`src/rtl/req_fifo_stage.sv`:
```
// Three-channel request buffer feeding a round-robin arbiter: per-channel FIFOs raise req,
// the arbiter's one-hot gnt pops the granted head into a single registered valid/ready port.
module req_fifo_stage #(
  parameter int DW    = 8,
  parameter int DEPTH = 4
) (
  input  logic            clk,
  input  logic            rst,
  input  logic [2:0]      in_valid,
  input  logic [3*DW-1:0] in_data,
  output logic [2:0]      in_ready,
  output logic [2:0]      req,
  input  logic [2:0]      gnt,
  output logic            out_valid,
  output logic [DW-1:0]   out_data,
  output logic [1:0]      out_src,
  input  logic            out_ready,
  output logic            gnt_err
);

  localparam int NCH = 3;
  localparam int AW  = (DEPTH > 1) ? $clog2(DEPTH) : 1;
  localparam int CW  = AW + 1;
  localparam logic [CW-1:0] FULL_CNT = CW'(DEPTH);
  localparam logic [CW-1:0] CNT_ONE  = CW'(1);
  localparam logic [AW-1:0] PTR_ONE  = AW'(1);

  // True when two or more grant bits are set.
  function automatic logic multi_hot(input logic [2:0] g);
    return (g[0] & g[1]) | (g[0] & g[2]) | (g[1] & g[2]);
  endfunction

  logic [DW-1:0] mem_q    [NCH][DEPTH];
  logic [DW-1:0] mem_d    [NCH][DEPTH];
  logic [AW-1:0] wr_ptr_q [NCH];
  logic [AW-1:0] wr_ptr_d [NCH];
  logic [AW-1:0] rd_ptr_q [NCH];
  logic [AW-1:0] rd_ptr_d [NCH];
  logic [CW-1:0] cnt_q    [NCH];
  logic [CW-1:0] cnt_d    [NCH];

  logic          out_valid_q;
  logic          out_valid_d;
  logic [DW-1:0] out_data_q;
  logic [DW-1:0] out_data_d;
  logic [1:0]    out_src_q;
  logic [1:0]    out_src_d;
  logic          gnt_err_q;
  logic          gnt_err_d;

  logic [2:0]    full_s;
  logic [2:0]    empty_s;
  logic [2:0]    push_s;
  logic [2:0]    pop_s;
  logic          slot_free_s;
  logic          gnt_multi_s;

  // Channel status and push/pop qualification, all from registered state plus this cycle's inputs.
  always_comb begin
    gnt_multi_s = multi_hot(gnt);
    slot_free_s = !out_valid_q || out_ready;
    full_s      = 3'b000;
    empty_s     = 3'b000;
    push_s      = 3'b000;
    pop_s       = 3'b000;
    for (int i = 0; i < NCH; i++) begin
      full_s[i]  = (cnt_q[i] == FULL_CNT);
      empty_s[i] = (cnt_q[i] == {CW{1'b0}});
      // A full channel refuses a push even when it is popped in the same cycle.
      push_s[i]  = in_valid[i] && !full_s[i];
      pop_s[i]   = gnt[i] && !empty_s[i] && slot_free_s && !gnt_multi_s;
    end
  end

  // FIFO storage, pointer and occupancy updates.
  always_comb begin
    mem_d = mem_q;
    for (int i = 0; i < NCH; i++) begin
      wr_ptr_d[i] = wr_ptr_q[i];
      rd_ptr_d[i] = rd_ptr_q[i];
      cnt_d[i]    = cnt_q[i];
      if (push_s[i]) begin
        mem_d[i][wr_ptr_q[i]] = in_data[i*DW +: DW];
        wr_ptr_d[i]           = wr_ptr_q[i] + PTR_ONE;
      end else begin
        wr_ptr_d[i] = wr_ptr_q[i];
      end
      if (pop_s[i]) begin
        rd_ptr_d[i] = rd_ptr_q[i] + PTR_ONE;
      end else begin
        rd_ptr_d[i] = rd_ptr_q[i];
      end
      case ({push_s[i], pop_s[i]})
        2'b10:   cnt_d[i] = cnt_q[i] + CNT_ONE;
        2'b01:   cnt_d[i] = cnt_q[i] - CNT_ONE;
        default: cnt_d[i] = cnt_q[i];
      endcase
    end
  end

  // Output register: load the popped head, otherwise drain on out_ready and hold payload.
  always_comb begin
    out_valid_d = out_valid_q;
    out_data_d  = out_data_q;
    out_src_d   = out_src_q;
    case (pop_s)
      3'b001: begin
        out_valid_d = 1'b1;
        out_data_d  = mem_q[0][rd_ptr_q[0]];
        out_src_d   = 2'd0;
      end
      3'b010: begin
        out_valid_d = 1'b1;
        out_data_d  = mem_q[1][rd_ptr_q[1]];
        out_src_d   = 2'd1;
      end
      3'b100: begin
        out_valid_d = 1'b1;
        out_data_d  = mem_q[2][rd_ptr_q[2]];
        out_src_d   = 2'd2;
      end
      default: begin
        if (out_ready) begin
          out_valid_d = 1'b0;
        end else begin
          out_valid_d = out_valid_q;
        end
      end
    endcase
  end

  // Sticky illegal-grant flag.
  always_comb begin
    gnt_err_d = gnt_err_q | gnt_multi_s;
  end

  // Control state registers with synchronous reset.
  always_ff @(posedge clk) begin
    if (rst) begin
      for (int i = 0; i < NCH; i++) begin
        wr_ptr_q[i] <= {AW{1'b0}};
        rd_ptr_q[i] <= {AW{1'b0}};
        cnt_q[i]    <= {CW{1'b0}};
      end
      out_valid_q <= 1'b0;
      out_data_q  <= {DW{1'b0}};
      out_src_q   <= 2'd0;
      gnt_err_q   <= 1'b0;
    end else begin
      for (int i = 0; i < NCH; i++) begin
        wr_ptr_q[i] <= wr_ptr_d[i];
        rd_ptr_q[i] <= rd_ptr_d[i];
        cnt_q[i]    <= cnt_d[i];
      end
      out_valid_q <= out_valid_d;
      out_data_q  <= out_data_d;
      out_src_q   <= out_src_d;
      gnt_err_q   <= gnt_err_d;
    end
  end

  // Payload storage needs no reset; occupancy alone decides what is readable.
  always_ff @(posedge clk) begin
    mem_q <= mem_d;
  end

  assign in_ready  = ~full_s;
  assign req       = ~empty_s;
  assign out_valid = out_valid_q;
  assign out_data  = out_data_q;
  assign out_src   = out_src_q;
  assign gnt_err   = gnt_err_q;

endmodule
```
`config.mk`:
```
export PLATFORM = sky130hd
export DESIGN_NAME = req_fifo_stage
export DESIGN_NICKNAME = d
export VERILOG_FILES = /design/src/rtl/req_fifo_stage.sv
export SDC_FILE = /design/constraint.sdc
export NUM_CORES = 1
export LEC_CHECK = 0
export CELL_PAD_IN_SITES_DETAIL_PLACEMENT = 0
export CELL_PAD_IN_SITES_GLOBAL_PLACEMENT = 1
export CORE_MARGIN = 1
export CORE_UTILIZATION = 54
export CTS_BUF_LIST = sky130_fd_sc_hd__clkbuf_8
export DETAILED_ROUTE_END_ITERATION = 10
export PLACE_DENSITY_LB_ADDON = 0.1
export SETUP_SLACK_MARGIN = 0.3
export SYNTH_ARGS = -nofsm -noshare
export SYNTH_HDL_FRONTEND = slang
export SYNTH_SLANG_ARGS = --single-unit
```
`constraint.sdc`:
```
create_clock -name clk -period 6.4 [get_ports clk]
set_input_delay 1.28 -clock clk [delete_from_list [all_inputs] [get_ports clk]]
set_output_delay 1.28 -clock clk [all_outputs]
set_load 0.02 [all_outputs]
```
Word level (Yosys, flattened, before mapping)
Memory sizes are Yosys's and may differ from the RTL's.
Index checks and enable logic that the tools add are counted.
- output and inout port bits: 18
- register bits: 108
- memories: 3
- input port bits: 33
- bits in writable memories: 21
- word-level logic and storage cells: 148
- memories (name ; words ; width ; rd ports ; clocked after memory_dff ; write ports ; RTL line ; source):
    cnt_q ; 3 ; 3 ; 3 ; 0 ; 3 ; 39 ; logic [CW-1:0] cnt_q [NCH];
    rd_ptr_q ; 3 ; 2 ; 3 ; 0 ; 3 ; 37 ; logic [AW-1:0] rd_ptr_q [NCH];
    wr_ptr_q ; 3 ; 2 ; 3 ; 0 ; 3 ; 35 ; logic [AW-1:0] wr_ptr_q [NCH];
- bitwise operators: 23
- equality and inequality tests: 12
- $add $sub $neg: 12
- $lt $le $gt $ge: 9
- mux-type cells: 43
- reduce and logical (&&, ||, !) cells: 30
- operators with widths (cell ; number):
    $bwmux 32 ; 3
    $mux 8 ; 9
    $bmux 8 s2 ; 3
    $demux 8 s2 ; 3
    $mux 2 ; 12
    $pmux 8 s3 ; 1
    $ge 3x3->1 const B ; 6
    $not 2->3 ; 6
    $pmux 3 s2 ; 3
    $logic_and 1x1->1 ; 15
    $add 2x1->2 const B ; 6
    $eq 3x3->1 const B ; 4
    $or 1x1->1 ; 12
    $add 3x1->3 const B ; 3
    $logic_not 3->1 ; 3
    $lt 3x1->1 const B ; 3
    $mux 3 ; 3
    $sub 3x1->3 const B ; 3
    $logic_not 1->1 ; 8
    $eq 2x1->1 const B ; 3
    $eq 2x2->1 const B ; 3
    $not 3->3 ; 2
    $pmux 2 s3 ; 1
    $mux 1 ; 5
    7 further kinds ; 9

Depth between registers and ports, before layout
Gate-level depths: netlist (run 1).
- depth in word-level cells: 8
- mapped depth: 9
- mapped depth without buffers: 9

Worst setup path before layout (run 1)
Ideal clock, no wire load.
- path kind: input port to flip-flop
- from: in gnt[2]
- to: mem cnt_q[0][2] (netlist bit)
- cell stages on the path: 9
- setup time: 71 ps
- arrival: 3235 ps
- required time: 6329 ps
- slack: 3094 ps
- path buffers: 1
- path through: maj3_2 buf_4 nor3_2 ha_1 inv_1 fa_1 xor2_1 or3_1 a21oi_1
- RTL lines (element ; RTL line ; source):
    start, declared ; 13 ; input logic [2:0] gnt,
    end, declared ; 39 ;

==> metrics.csv, run 1 <==
metric;value;unit
dr.pass1.iters;4;
synth.distinct_cells;35;
io_buffers;50;
grt_pass1_wl;15590;um
final_cells;538;
fin_ws;2.874;ns
irDropWorstVdd;0.2336;mV
cts_buffers;17;
dp.cells;506;
post-cts-setup-buffer-count;0;
use_met2;33.99;%
min_period_over_period;55.09;%
htreeDepth;4;
crit_arrival;3.88;ns
drc;0;
worst_pin_slew;0.7645;ns
area_delta_synth_final;17.76;%
power.leakage;2.143;nW
synth-edff-count;96;
ys_top_cells_by_area;edfxtp_1 (54%), dfxtp_1 (12%), mux4_2 (10%);
combPwrFrac;21.3;%
critical_path_peak_fanout;11;
drt_iter0_drc;125;
cts_tree;done;
ys_seq_area_share;65.94;%
min_from;gnt_err;
cpPeakStageDelay;0.48;ns
postSynth.asyncResetShare;0;%
cp.required;6.75;ns
cp_cell_sequence;clkdlybuf4s50_1 -> maj3_2 -> nor3_2 -> ha_1 -> inv_1 -> fa_1 -> xor2_1 -> or3_1 -> a21oi_1;
grt_overflow;0;
routabilityCongestion;0.7215;
worstSetupPathType;in -> reg;
dp_slack;2.440;ns
clk_latency;0.42;ns
avgSynthCellArea;16.09;um2
wl_per_cell;18.70;um
rr_startpoint;cnt_q[0][8];
switching_share;30.02;%
worst_path_max_delay_cell;clkdlybuf4s50_1;
clockPowerShare;28.6;%
setup_violations;0;
antenna_left;0;
cts_num_sinks;129;
synth_common_cells;edfxtp_1 (96), dfxtp_1 (33), nor2_1 (30);
grt_max_degree;34;
clockBufferDepth;2;
fp.dieH;101.8;um
seq_power_share;50.1;%
num_vias;2964;
final_core_util;65.05;%
rows;36;
startpoint;gnt[2];
rsz0062_at_grt;false;
yosysTopAreaCell;edfxtp_1;
hold_violations;0;
met1_usage;29.08;%
top_usage_layer;met2;
min_period;3.526;ns
post-synth-top-area-fraction;53.64;%
status;completed;
max_cap_viol_count;0;
die_x;101.8;um
drv_slew;0;
powerDensity;331.4;mW/mm2
start_kind;input port;
worst_path_dominant_cell_family;adder cells;
drive_gt1_share;18.27;%
p_switching;0.6296;mW
boundaryPins;51;
hold_path_class;reg -> reg;
diodes;0;
use_met3;6.142;%
hold_buffers;0;
synthCells;334;
dp_hpwl;6862;um
crit_buf_inv;2;
yosysMostFrequentCell;edfxtp_1;
final_nets;443;
final.setup.tns;0;ns
grt_pass1_vias;2953;
clock-root-buffer;clkbuf_8;
wl;10060;um
max_freq;0.2836;GHz
synth_area;0.005374;mm2
initial_core_util;55.23;%
relSlewSlack;49.03;%
crit_path_end_kind;flop;
coreArea;0.009729;mm2
fin_skew;0.01109;ns
via_per_inst;5.509;
synth_warnings;0;
fin_hold_ws;0.4780;ns
grt_usage;21.65;%
antenna_found_initial;0;
ys_seq_elements;129;
clkSlewWorstSetupHoldPaths;0.08;ns
ctsResizeCount;0;
intPower;1.468;mW
synth_flop_cell;edfxtp_1;
syn_nets;385;
die_area;0.01036;mm2
[cell families (layout without fill, tap and decap cells)]
group           after synthesis  after routing  share of synthesized area (%)
fa+ha+maj                    19             19                          4.820
buf+inv                      31            102                          2.584
simple gates                 70             70                          7.311
xor+xnor                     15             15                          2.445
mux                          24             24                          10.06
flops                       129            129                          65.94
compound gates               46             46                          6.845
[worst register-to-register path, cell delays in order, from the launching register on]
cell	delay (ns)
dfxtp_1	0.46
or3b_1	0.47
and2_1	0.23
inv_1	0.10
ha_1	0.19
inv_1	0.06
fa_1	0.38
xor2_1	0.18
or3_1	0.34
a21oi_1	0.15
[power by group through the flow]
stage | logic, mW | registers (mW) | clock network (mW)
5_1_grt | 0.494 | 1.06 | 0.650
2_1_floorplan | 0.297 | 1.06 | 0
4_1_cts | 0.453 | 1.05 | 0.610
3_5_place_dp | 0.450 | 1.07 | 0
6_report | 0.447 | 1.05 | 0.600
3_3_place_gp | 0.446 | 1.07 | 0
[metrics by stage]
step,area [um2],total power [mW]
2_1_floorplan,5374,1.355
3_3_place_gp,5984,1.515
3_5_place_dp,5984,1.521
4_1_cts,6329,2.116
5_1_grt,6329,2.207
6_report,6329,2.097
[metal layers]
metal	routed length (um)	vias to the layer above
met5	0	-
met3	427	8
met4	133	0
met2	5078	61
met1	4419	1494
li1	-	1401
[sequential cells by signal (all words and copies together), names as in the netlist]
register   cells
wr_ptr_q       6
out_data       8
mem_q         96
out_src        2
out_valid      1
cnt_q          9
gnt_err        1
rd_ptr_q       6
[cell type report]
| type | count | area [um2] |
|---|---|---|
| well taps | 133 | 166.4 |
| clock inverters | 15 | 110.1 |
| inverters | 18 | 67.56 |
| clock buffers | 17 | 234.0 |
| multi-input cells | 174 | 1692 |
| flip-flops and latches | 129 | 3543 |
| repair buffers | 52 | 515.5 |
| fillers | 711 | 3401 |
[final timing paths]
kind	end	slack [ns]	cells after the start
max reg2reg	cnt_q[0][8]	3.77	9
min reg2reg	gnt_err	0.48	2
max	cnt_q[0][8]	2.87	9
min	gnt_err	0.48	2
[placed cells by master (no fill, tap or decap), types with 4 or more instances in the layout]
| master | netlist | layout |
|---|---|---|
| a211oi_1 | 6 | 6 |
| a21oi_1 | 12 | 12 |
| a22o_1 | 7 | 7 |
| a22oi_1 | 8 | 8 |
| and3_1 | 12 | 12 |
| clkbuf_8 | 0 | 17 |
| clkdlybuf4s50_1 | 0 | 50 |
| clkinv_2 | 0 | 4 |
| clkinv_4 | 0 | 5 |
| dfxtp_1 | 33 | 33 |
| edfxtp_1 | 96 | 96 |
| ha_1 | 15 | 15 |
| inv_1 | 18 | 19 |
| inv_6 | 0 | 4 |
| mux4_2 | 24 | 24 |
| nand2_1 | 6 | 6 |
| nor2_1 | 30 | 30 |
| or3_1 | 6 | 6 |
| xnor2_1 | 9 | 9 |
| xor2_1 | 6 | 6 |
Note: power is estimated with default switching activity, not from simulation.
==> run 2, diff against run 1 <==
- CORE_UTILIZATION: 54 -> 50
- clock period: 6.4 -> 3.4 ns (I/O delays scaled with it)
==> metrics.csv, run 2 (synthesis results as in run 1) <==
metric;value;unit;change
boundaryPins;51;;unchanged
antenna_found_initial;0;;unchanged
min_period;2.859;ns;
setup_violations;0;;unchanged
rsz0062_at_grt;false;;
wl;10260;um;+2.0%
crit_path_end_kind;flop;;
rows;37;;+2.8%
final-seq-area;0.003543;mm2;unchanged
cts_tree;done;;
final.setup.tns;0;ns;unchanged
cts_buffers;17;;unchanged
worst_pin_slew;0.6724;ns;-0.09210 ns
cts_num_sinks;129;;unchanged
hold_buffers;0;;unchanged
via_per_inst;5.378;;-2.4%
critical_path_peak_fanout;5;;-6
fin_skew;0.005307;ns;-0.005784 ns
power.leakage;2.177;nW;+1.6%
max_cap_viol_count;0;;unchanged
min_period_over_period;84.08;%;
irDropWorstVdd;0.3577;mV;+53%
routabilityCongestion;0.7181;;-0.47%
fillCellCount;825;;+16%
fin_ws;0.5414;ns;-2.333 ns
clkSlewWorstSetupHoldPaths;0.07;ns;about the same
dp_hpwl;6956;um;+1.4%
wl_per_cell;18.82;um;+0.66%
final_nets;447;;+0.90%
area_delta_synth_final;19.14;%;
top_register;mem_q;;
grt_pass1_vias;2966;;+0.44%
powerDensity;641.6;mW/mm2;+94%
die_area;0.01117;mm2;+7.8%
max_freq;0.3498;GHz;
htreeDepth;4;;unchanged
antenna_left;0;;unchanged
multi_input_area;0.001692;mm2;unchanged
status;completed;;
ctsResizeCount;0;;unchanged
final_cells;545;;+1.3%
dp.cells;513;;+1.4%
hold_violations;0;;unchanged
die_x;105.7;um;+3.8%
num_vias;2931;;-1.1%
initial_core_util;51.82;%;-3.4 points
final_common_cell;edfxtp_1;;
clockBufferDepth;2;;unchanged
largest_reg_flops;96;;unchanged
worstSetupPathType;in -> reg;;
dr.pass1.iters;4;;unchanged
cp.required;3.76;ns;-2.99 ns
dp_slack;0.1169;ns;-2.323 ns
fp.dieH;105.7;um;+3.8%
hold_path_class;reg -> reg;;
drive_gt1_share;17.60;%;-0.67 points
drt_iter0_drc;144;;+15%
coreArea;0.01037;mm2;+6.6%
diodes;0;;unchanged
clk_latency;0.43;ns;about the same
final_core_util;61.74;%;-3.3 points
relSlewSlack;55.11;%;+6.1 points
fin_hold_ws;0.4880;ns;+0.01003 ns
start_kind;input port;;
crit_arrival;3.22;ns;-0.66 ns
io_buffers;50;;unchanged
grt_overflow;0;;unchanged
grt_usage;20.38;%;-1.3 points
final_cell_mix;edfxtp_1 (96), clkdlybuf4s50_1 (50), dfxtp_1 (33), nor2_1 (30), mux4_2 (24);;
drv_slew;0;;unchanged
grt_max_degree;34;;unchanged
drc;0;;unchanged
grt_pass1_wl;16080;um;+3.1%
post-cts-setup-buffer-count;0;;unchanged
clock-root-buffer;clkbuf_8;;
## run 2: report_power, final
part	switching, mW	total (mW)	internal (mW)	leakage [nW]
Sequential	0.123	1.97	1.85	1.15
Clock	0.561	1.27	0.705	0.196
Combinational	0.453	0.869	0.415	0.829
## run 2: metrics by stage
step / cell area, um2 / power [mW]
floorplan: 5374 / 2.551
global placement: 6018 / 2.864
detailed placement: 6018 / 2.882
CTS: 6402 / 4.152
global route: 6402 / 4.305
finish: 6402 / 4.108
## run 2: path summary, 6_finish.rpt
kind               start     endpoint  slack, ns  depth (start not counted)
max reg2reg  cnt_q[0][8]  cnt_q[0][8]       0.83                          9
max               gnt[2]  cnt_q[0][2]       0.54                          9
min              gnt_err      gnt_err       0.49                          2
min reg2reg      gnt_err      gnt_err       0.49                          2
## run 2: layout make-up
cell class | count | share of cell area [%]
Clock buffer | 17 | 3.654
Clock inverter | 15 | 2.345
Inverter | 18 | 1.055
Multi-Input combinational cell | 174 | 26.42
Sequential cell | 129 | 55.34
Tap cell | 136 | 2.658
Timing Repair Buffer | 56 | 8.521
## run 2: metal layers
metal,GRT usage (%),vias up,share of wire [%]
li1,-,1400,-
met1,27.02,1455,44
met2,31.51,68,50
met3,6.617,8,5.5
met4,7.440,0,1.2
met5,0,-,0
## run 2: critical path: stages
cell             delay (ns)
clkdlybuf4s50_1        0.52
maj3_2                 0.43
nor3_2                 0.26
ha_1                   0.23
inv_1                  0.07
fa_1                   0.43
xor2_1                 0.15
or3_1                  0.31
a21oi_1                0.14
